File: config.mk
export PLATFORM = sky130hd
export DESIGN_NAME = fp32_norm_round_pack
export DESIGN_NICKNAME = d
export VERILOG_FILES = /design/src/rtl/fp32_pkg.sv /design/src/rtl/fp32_round_inc.sv /design/src/rtl/fp32_norm_round_pack.sv
export SDC_FILE = /design/constraint.sdc
export NUM_CORES = 1
export LEC_CHECK = 0
export CAP_MARGIN = 10
export CORE_ASPECT_RATIO = 2
export CORE_MARGIN = 10
export CORE_UTILIZATION = 60
export CTS_CLUSTER_SIZE = 12
export DETAILED_ROUTE_END_ITERATION = 10
export HOLD_SLACK_MARGIN = 0.1
export PLACE_DENSITY = 0.93
export SYNTH_ARGS = -nofsm -noshare
export SYNTH_HDL_FRONTEND = slang
export SYNTH_SLANG_ARGS = --single-unit
File: constraint.sdc
create_clock -name clk -period 5.3 [get_ports clk]
set_clock_uncertainty 0.2 [all_clocks]
set_input_delay 1.06 -clock clk [delete_from_list [all_inputs] [get_ports clk]]
set_output_delay 1.06 -clock clk [all_outputs]
set_load 0.02 [all_outputs]
File: src/rtl/fp32_pkg.sv
// Shared FP32 datapath constants, rounding-mode encodings and the back-end state enum.
package fp32_pkg;

  localparam int BIAS    = 127;
  localparam int EXP_MAX = 255;
  localparam int MANT_W  = 23;
  localparam int MW_RAW  = 28;

  localparam logic [1:0] RM_RNE = 2'b00;
  localparam logic [1:0] RM_RTZ = 2'b01;
  localparam logic [1:0] RM_RUP = 2'b10;
  localparam logic [1:0] RM_RDN = 2'b11;

  localparam logic [31:0] POS_INF = 32'h7F80_0000;
  localparam logic [31:0] MAX_FIN = 32'h7F7F_FFFF;

  typedef enum logic [1:0] {IDLE, NORM, ROUND, DONE} state_e;

  // Leading-zero count of a nibble, saturating at 4.
  function automatic logic [2:0] lz4(input logic [3:0] n);
    casez (n)
      4'b1???: return 3'd0;
      4'b01??: return 3'd1;
      4'b001?: return 3'd2;
      4'b0001: return 3'd3;
      default: return 3'd4;
    endcase
  endfunction

endpackage

File: src/rtl/fp32_round_inc.sv
// IEEE-754 round-increment decision from rounding mode, sign, LSB and guard/round/sticky.
module fp32_round_inc
  import fp32_pkg::*;
(
  input  logic [1:0] rmode_i,
  input  logic       s_i,
  input  logic       lsb_i,
  input  logic       g_i,
  input  logic       r_i,
  input  logic       st_i,
  output logic       inc_o
);

  logic any_lost;

  assign any_lost = g_i | r_i | st_i;

  always_comb begin
    inc_o = 1'b0;
    case (rmode_i)
      RM_RNE:  inc_o = g_i & (r_i | st_i | lsb_i);
      RM_RTZ:  inc_o = 1'b0;
      RM_RUP:  inc_o = ~s_i & any_lost;
      RM_RDN:  inc_o = s_i & any_lost;
      default: inc_o = 1'b0;
    endcase
  end

endmodule

File: src/rtl/fp32_norm_round_pack.sv
// FP32 back end: iterative normalize, round, pack. Define FP32_NORM_FAST_EN to
// normalize up to 4 bit positions per cycle instead of 1 (results identical).
//
// state | meaning
// IDLE  | in_ready high, waiting for an operand bundle
// NORM  | one normalize decision per cycle (right carry shift, left shifts, subnormal clamp)
// ROUND | compute increment, carry-out, overflow/zero handling, register Y and flags
// DONE  | out_valid high, Y/flags held until out_ready
module fp32_norm_round_pack
  import fp32_pkg::*;
#(
  parameter int MAX_LSH = 26
) (
  input  logic              clk,
  input  logic              rst,
  input  logic              in_valid,
  output logic              in_ready,
  input  logic              in_s,
  input  logic [7:0]        in_e,
  input  logic [MW_RAW-1:0] in_m,
  input  logic [1:0]        rmode,
  output logic              out_valid,
  input  logic              out_ready,
  output logic [31:0]       Y,
  output logic              overflow,
  output logic              inexact
);

  state_e             state_q;
  logic               s_q;
  logic signed [9:0]  e_q;
  logic [MW_RAW-1:0]  m_q;
  logic [1:0]         rm_q;
  logic               zero_q;
  logic [5:0]         lsh_cnt_q;
  logic               in_ready_q;
  logic               out_valid_q;
  logic [31:0]        y_q;
  logic               ovf_q;
  logic               inx_q;

  logic               need_lsh;
  logic [2:0]         sh;
  logic               inc;
  logic [24:0]        sum;
  logic signed [9:0]  e_r;
  logic [MANT_W-1:0]  frac;
  logic               to_inf;
  logic [31:0]        y_d;
  logic               ovf_d;
  logic               inx_d;

  assign in_ready  = in_ready_q;
  assign out_valid = out_valid_q;
  assign Y         = y_q;
  assign overflow  = ovf_q;
  assign inexact   = inx_q;

  assign need_lsh = ~m_q[27] & (m_q != '0) & ~m_q[26] & (e_q > 10'sd1);

`ifdef FP32_NORM_FAST_EN
  // Never shift past exponent 1; the remainder is expressed as a subnormal.
  always_comb begin
    sh = lz4(m_q[26:23]);
    if (e_q <= $signed({7'd0, sh}))
      sh = 3'(e_q - 10'sd1);
  end
`else
  assign sh = 3'd1;
`endif

  fp32_round_inc u_round_inc (
    .rmode_i (rm_q),
    .s_i     (s_q),
    .lsb_i   (m_q[3]),
    .g_i     (m_q[2]),
    .r_i     (m_q[1]),
    .st_i    (m_q[0]),
    .inc_o   (inc)
  );

  always_comb begin
    sum    = {1'b0, m_q[26:3]} + {24'd0, inc};
    e_r    = e_q;
    frac   = sum[MANT_W-1:0];
    if (sum[24]) begin
      frac = sum[23:1];
      e_r  = e_q + 10'sd1;
    end else if (e_q == 10'sd0 && sum[23]) begin
      e_r  = 10'sd1;
    end
    to_inf = (rm_q == RM_RNE) | ((rm_q == RM_RUP) & ~s_q) | ((rm_q == RM_RDN) & s_q);
    ovf_d  = 1'b0;
    inx_d  = |m_q[2:0];
    if (zero_q) begin
      y_d   = {rm_q == RM_RDN, 31'd0};
      inx_d = 1'b0;
    end else if (e_r >= $signed(10'(EXP_MAX))) begin
      ovf_d = 1'b1;
      y_d   = (to_inf ? POS_INF : MAX_FIN) | {s_q, 31'd0};
    end else begin
      y_d   = {s_q, e_r[7:0], frac};
    end
  end

  always_ff @(posedge clk or posedge rst) begin
    if (rst) begin
      state_q     <= IDLE;
      s_q         <= 1'b0;
      e_q         <= '0;
      m_q         <= '0;
      rm_q        <= RM_RNE;
      zero_q      <= 1'b0;
      lsh_cnt_q   <= '0;
      in_ready_q  <= 1'b1;
      out_valid_q <= 1'b0;
      y_q         <= '0;
      ovf_q       <= 1'b0;
      inx_q       <= 1'b0;
    end else begin
      case (state_q)
        IDLE: begin
          if (in_valid) begin
            s_q        <= in_s;
            e_q        <= {2'b00, in_e};
            m_q        <= in_m;
            rm_q       <= rmode;
            zero_q     <= 1'b0;
            lsh_cnt_q  <= '0;
            in_ready_q <= 1'b0;
            state_q    <= NORM;
          end
        end
        NORM: begin
          if (m_q[27]) begin
            m_q     <= {1'b0, m_q[27:2], m_q[1] | m_q[0]};
            e_q     <= e_q + 10'sd1;
            state_q <= ROUND;
          end else if (m_q == '0) begin
            zero_q  <= 1'b1;
            state_q <= ROUND;
          end else if (m_q[26]) begin
            state_q <= ROUND;
          end else if (e_q <= 10'sd1) begin
            e_q     <= 10'sd0;
            state_q <= ROUND;
          end else if (lsh_cnt_q >= 6'(MAX_LSH)) begin
            state_q <= ROUND;
          end else begin
            m_q       <= m_q << sh;
            e_q       <= e_q - $signed({7'd0, sh});
            lsh_cnt_q <= lsh_cnt_q + 6'd1;
          end
        end
        ROUND: begin
          y_q         <= y_d;
          ovf_q       <= ovf_d;
          inx_q       <= inx_d;
          out_valid_q <= 1'b1;
          state_q     <= DONE;
        end
        DONE: begin
          if (out_ready) begin
            out_valid_q <= 1'b0;
            in_ready_q  <= 1'b1;
            state_q     <= IDLE;
          end
        end
        default: state_q <= IDLE;
      endcase
    end
  end

  a_lsh_bound: assert property (@(posedge clk) disable iff (rst)
    !(state_q == NORM && need_lsh && lsh_cnt_q >= 6'(MAX_LSH)));

endmodule

==> results.toml <==
[clock_network]
clk_pin_slew_worst_paths_ns = 0.07
cts_tree = "done"
cts_made_buffers = 9
root_buffer = "clkbuf_16"
clock_sinks = 86
cts_hold_buffers = 0
clock_latency_ns = 0.35
clockBufferDepth = 2
cts-resized-gates = 0
cts_setup_buffers = 0
htree_levels = 3

[floorplanning]
ios = 79
core.rowCount = 50
core_mm2 = 0.00938
dieWidth_um = 89.5
dieHeight_um = 159
die_area_mm2 = 0.0142
start_util_pct = 61.7

[grt]
grt_pass1_vias = 5741
antenna_found_initial = 0
grt_pass1_wl_um = 29400
overflow = 0
track_usage_pct = 26.2
grt_max_degree = 68

[worst_setup_path]
cpMaxStageDelayCell = "nor2_1"
critPathArrivalTime_ns = 4.60
path_class = "reg -> reg"
end_kind = "register"
path_buf_inv = 0
path_common_cell = "ha_1"
worstPathRequired_ns = 5.28
path_max_fanout = 23
path_cells = "nand2_1, xnor2_1, a211oi_1, ha_1, ha_1, and3_1, nand3_4, nor2_1, mux2_2, o21ai_1, a21oi_2, o21ai_4, o22ai_1"
cp-start-kind = "register"
max_stage_delay_ns = 0.59
cp_top_family = "compound AO/OA/AOI/OAI gates"

[timing]
relSlewSlack_pct = 41.7
max_slew.worst_pin.slew_ns = 0.875
rsz0062_at_grt = "no"
holdWs_ns = 0.285
setup_viol = 0
finalHoldViolCount = 0
fin_crit_sh_pct = 87.1
setup_slack_ns = 0.682
report.final.slew_viol_count = 0
fmax_mhz = 217
fin_tns_setup_ns = 0
fin_crit_ns = 4.62

[synthesis]
synthFlopType = "dfrtp_1"
synth-edff-count = 0
netlist_instances = 711
yosysSeqAreaShare_pct = 37.2
async_flop_share_pct = 100
syn-cell-area_mm2 = 0.00579
ys_ff_latch = 86
synth_top_cells_by_area = "dfrtp_1, o211ai_1, nand2_1"
synth.top_cell.area_share_pct = 36.7
synth.largest_area_cell = "dfrtp_1"
syn_nets = 767
yosysWarnings = 0
syn_area_per_cell_um2 = 8.15
ys_types = 65

[finish]
n_antenna_cell = 0
drive_above_1_share_pct = 6.62
final_cell_mix = "dfrtp_1, nand2_1, clkdlybuf4s50_1"
nNetsFinal = 806
regArea_mm2 = 0.00215
final_cell_area_mm2 = 0.00680
multi_input_area_mm2 = 0.00311
mostFrequentLayoutCell = "dfrtp_1"
nFillCells = 737
syn2layout_area_growth_pct = 17.4

[drt]
wl_per_cell_um = 20.9
post-route-drc-count = 0
num_vias = 5566
viasPerCell = 6.48
dr.pass1.iters = 5
finalWirelength_um = 18000
drtIter0Drc = 424
postRouteAntennaNets = 0

[power_and_ir_drop]
vdd_drop_max_mv = 0.364
p_sw_uw = 1970
p_clk_share_pct = 16.0
p_int_uw = 2160
combPwrFrac_pct = 50.8
cellPowerDensity_mw_per_mm2 = 607
p_seq_share_pct = 33.3
swShare_pct = 47.7
p_leak_uw = 0.00264

[worst_hold_path]
hp-class = "reg -> reg"

[status]
outcome = "finished clean"

[job]
maxCapViolations = 0

[placement]
pre_cts_slack_ns = 0.877
dpl_cell_area_mm2 = 0.00649
routabilityCongestion = 0.973
dp_hpwl_um = 13200
port_buffers = 78
worst reg2reg max path, delay by kind of cell, from the launching register on:
| kind | cells | cell delay (ns) |
|---|---|---|
| and+or+nand+nor | 4 | 1.09 |
| DFF | 1 | 0.40 |
| muxes | 1 | 0.41 |
| xor gates and xnor gates | 1 | 0.25 |
| adders and majority gates | 2 | 0.56 |
| AOI/OAI and AO/OA | 5 | 1.53 |
layout make-up:
class	count	area share [%]
Clock buffer	9	3.31
Clock inverter	7	1.18
Inverter	71	3.94
Multi-Input combinational cell	497	45.8
Sequential cell	86	31.7
Tap cell	104	1.91
Timing Repair Buffer	85	12.3
synth_stat cells, drive strengths merged (13+ instances only):
cell    instances
o22ai          28
clkbuf         32
nand4          17
dfrtp          85
a21oi          35
buf            25
xnor2          26
nand3          14
nor2           42
o21ai          62
and3           17
nor3           20
nand2          84
inv            70
o211ai         56
ha             13
path summary, 6_finish.rpt:
check                             start  cells past startpoint      endpoint  slack (ns)
max reg2reg                     rm_q[1]                     13         Y[12]        0.68
min in group asynchronous           rst                      2  lsh_cnt_q[2]        0.98
max                             rm_q[1]                     13         Y[12]        0.68
max in group asynchronous           rst                      3         Y[10]        2.89
min reg2reg                lsh_cnt_q[5]                      1  lsh_cnt_q[5]        0.28
min                        lsh_cnt_q[5]                      1  lsh_cnt_q[5]        0.28
state kept, by name, indices dropped and copies added (netlist names):
register,cells
inexact,1
out_valid,1
in_ready,1
s_q,1
rm_q,2
Y,32
zero_q,1
state_q,2
lsh_cnt_q,6
m_q,28
overflow,1
e_q,10
power by group through the flow:
| stage | registers, µW | clock network [µW] | logic (µW) |
|---|---|---|---|
| after floorplan | 1260 | 0 | 1470 |
| after global placement | 1350 | 0 | 1970 |
| after detailed placement | 1370 | 0 | 2050 |
| after CTS | 1350 | 664 | 2080 |
| after global routing | 1410 | 690 | 2290 |
| final | 1370 | 659 | 2100 |
per-layer routing:
metal	vias up	track usage, %	routed length (µm)
li1	2598	-	-
met4	0	17.4	1290
met1	2643	26.5	6020
met5	-	0	0
met3	85	4.50	807
met2	240	46.2	9840
metrics by stage:
stage               instances  power (µW)  utilization (%)
floorplan                 711        2730                -
global placement          842        3320             69.1
detailed placement        842        3420             69.1
CTS                       858        4100             72.4
global route              859        4400             72.5
finish                    859        4130             72.5
cell families after synthesis:
| logic type | synth area share (%) |
|---|---|
| AOI/OAI and AO/OA | 24.4 |
| xor gates and xnor gates | 4.69 |
| adders and majority gates | 2.81 |
| buffers and inverters | 9.18 |
| DFF | 37.2 |
| muxes | 2.05 |
| and+or+nand+nor | 19.7 |
Power figures use the tool's default switching activity.
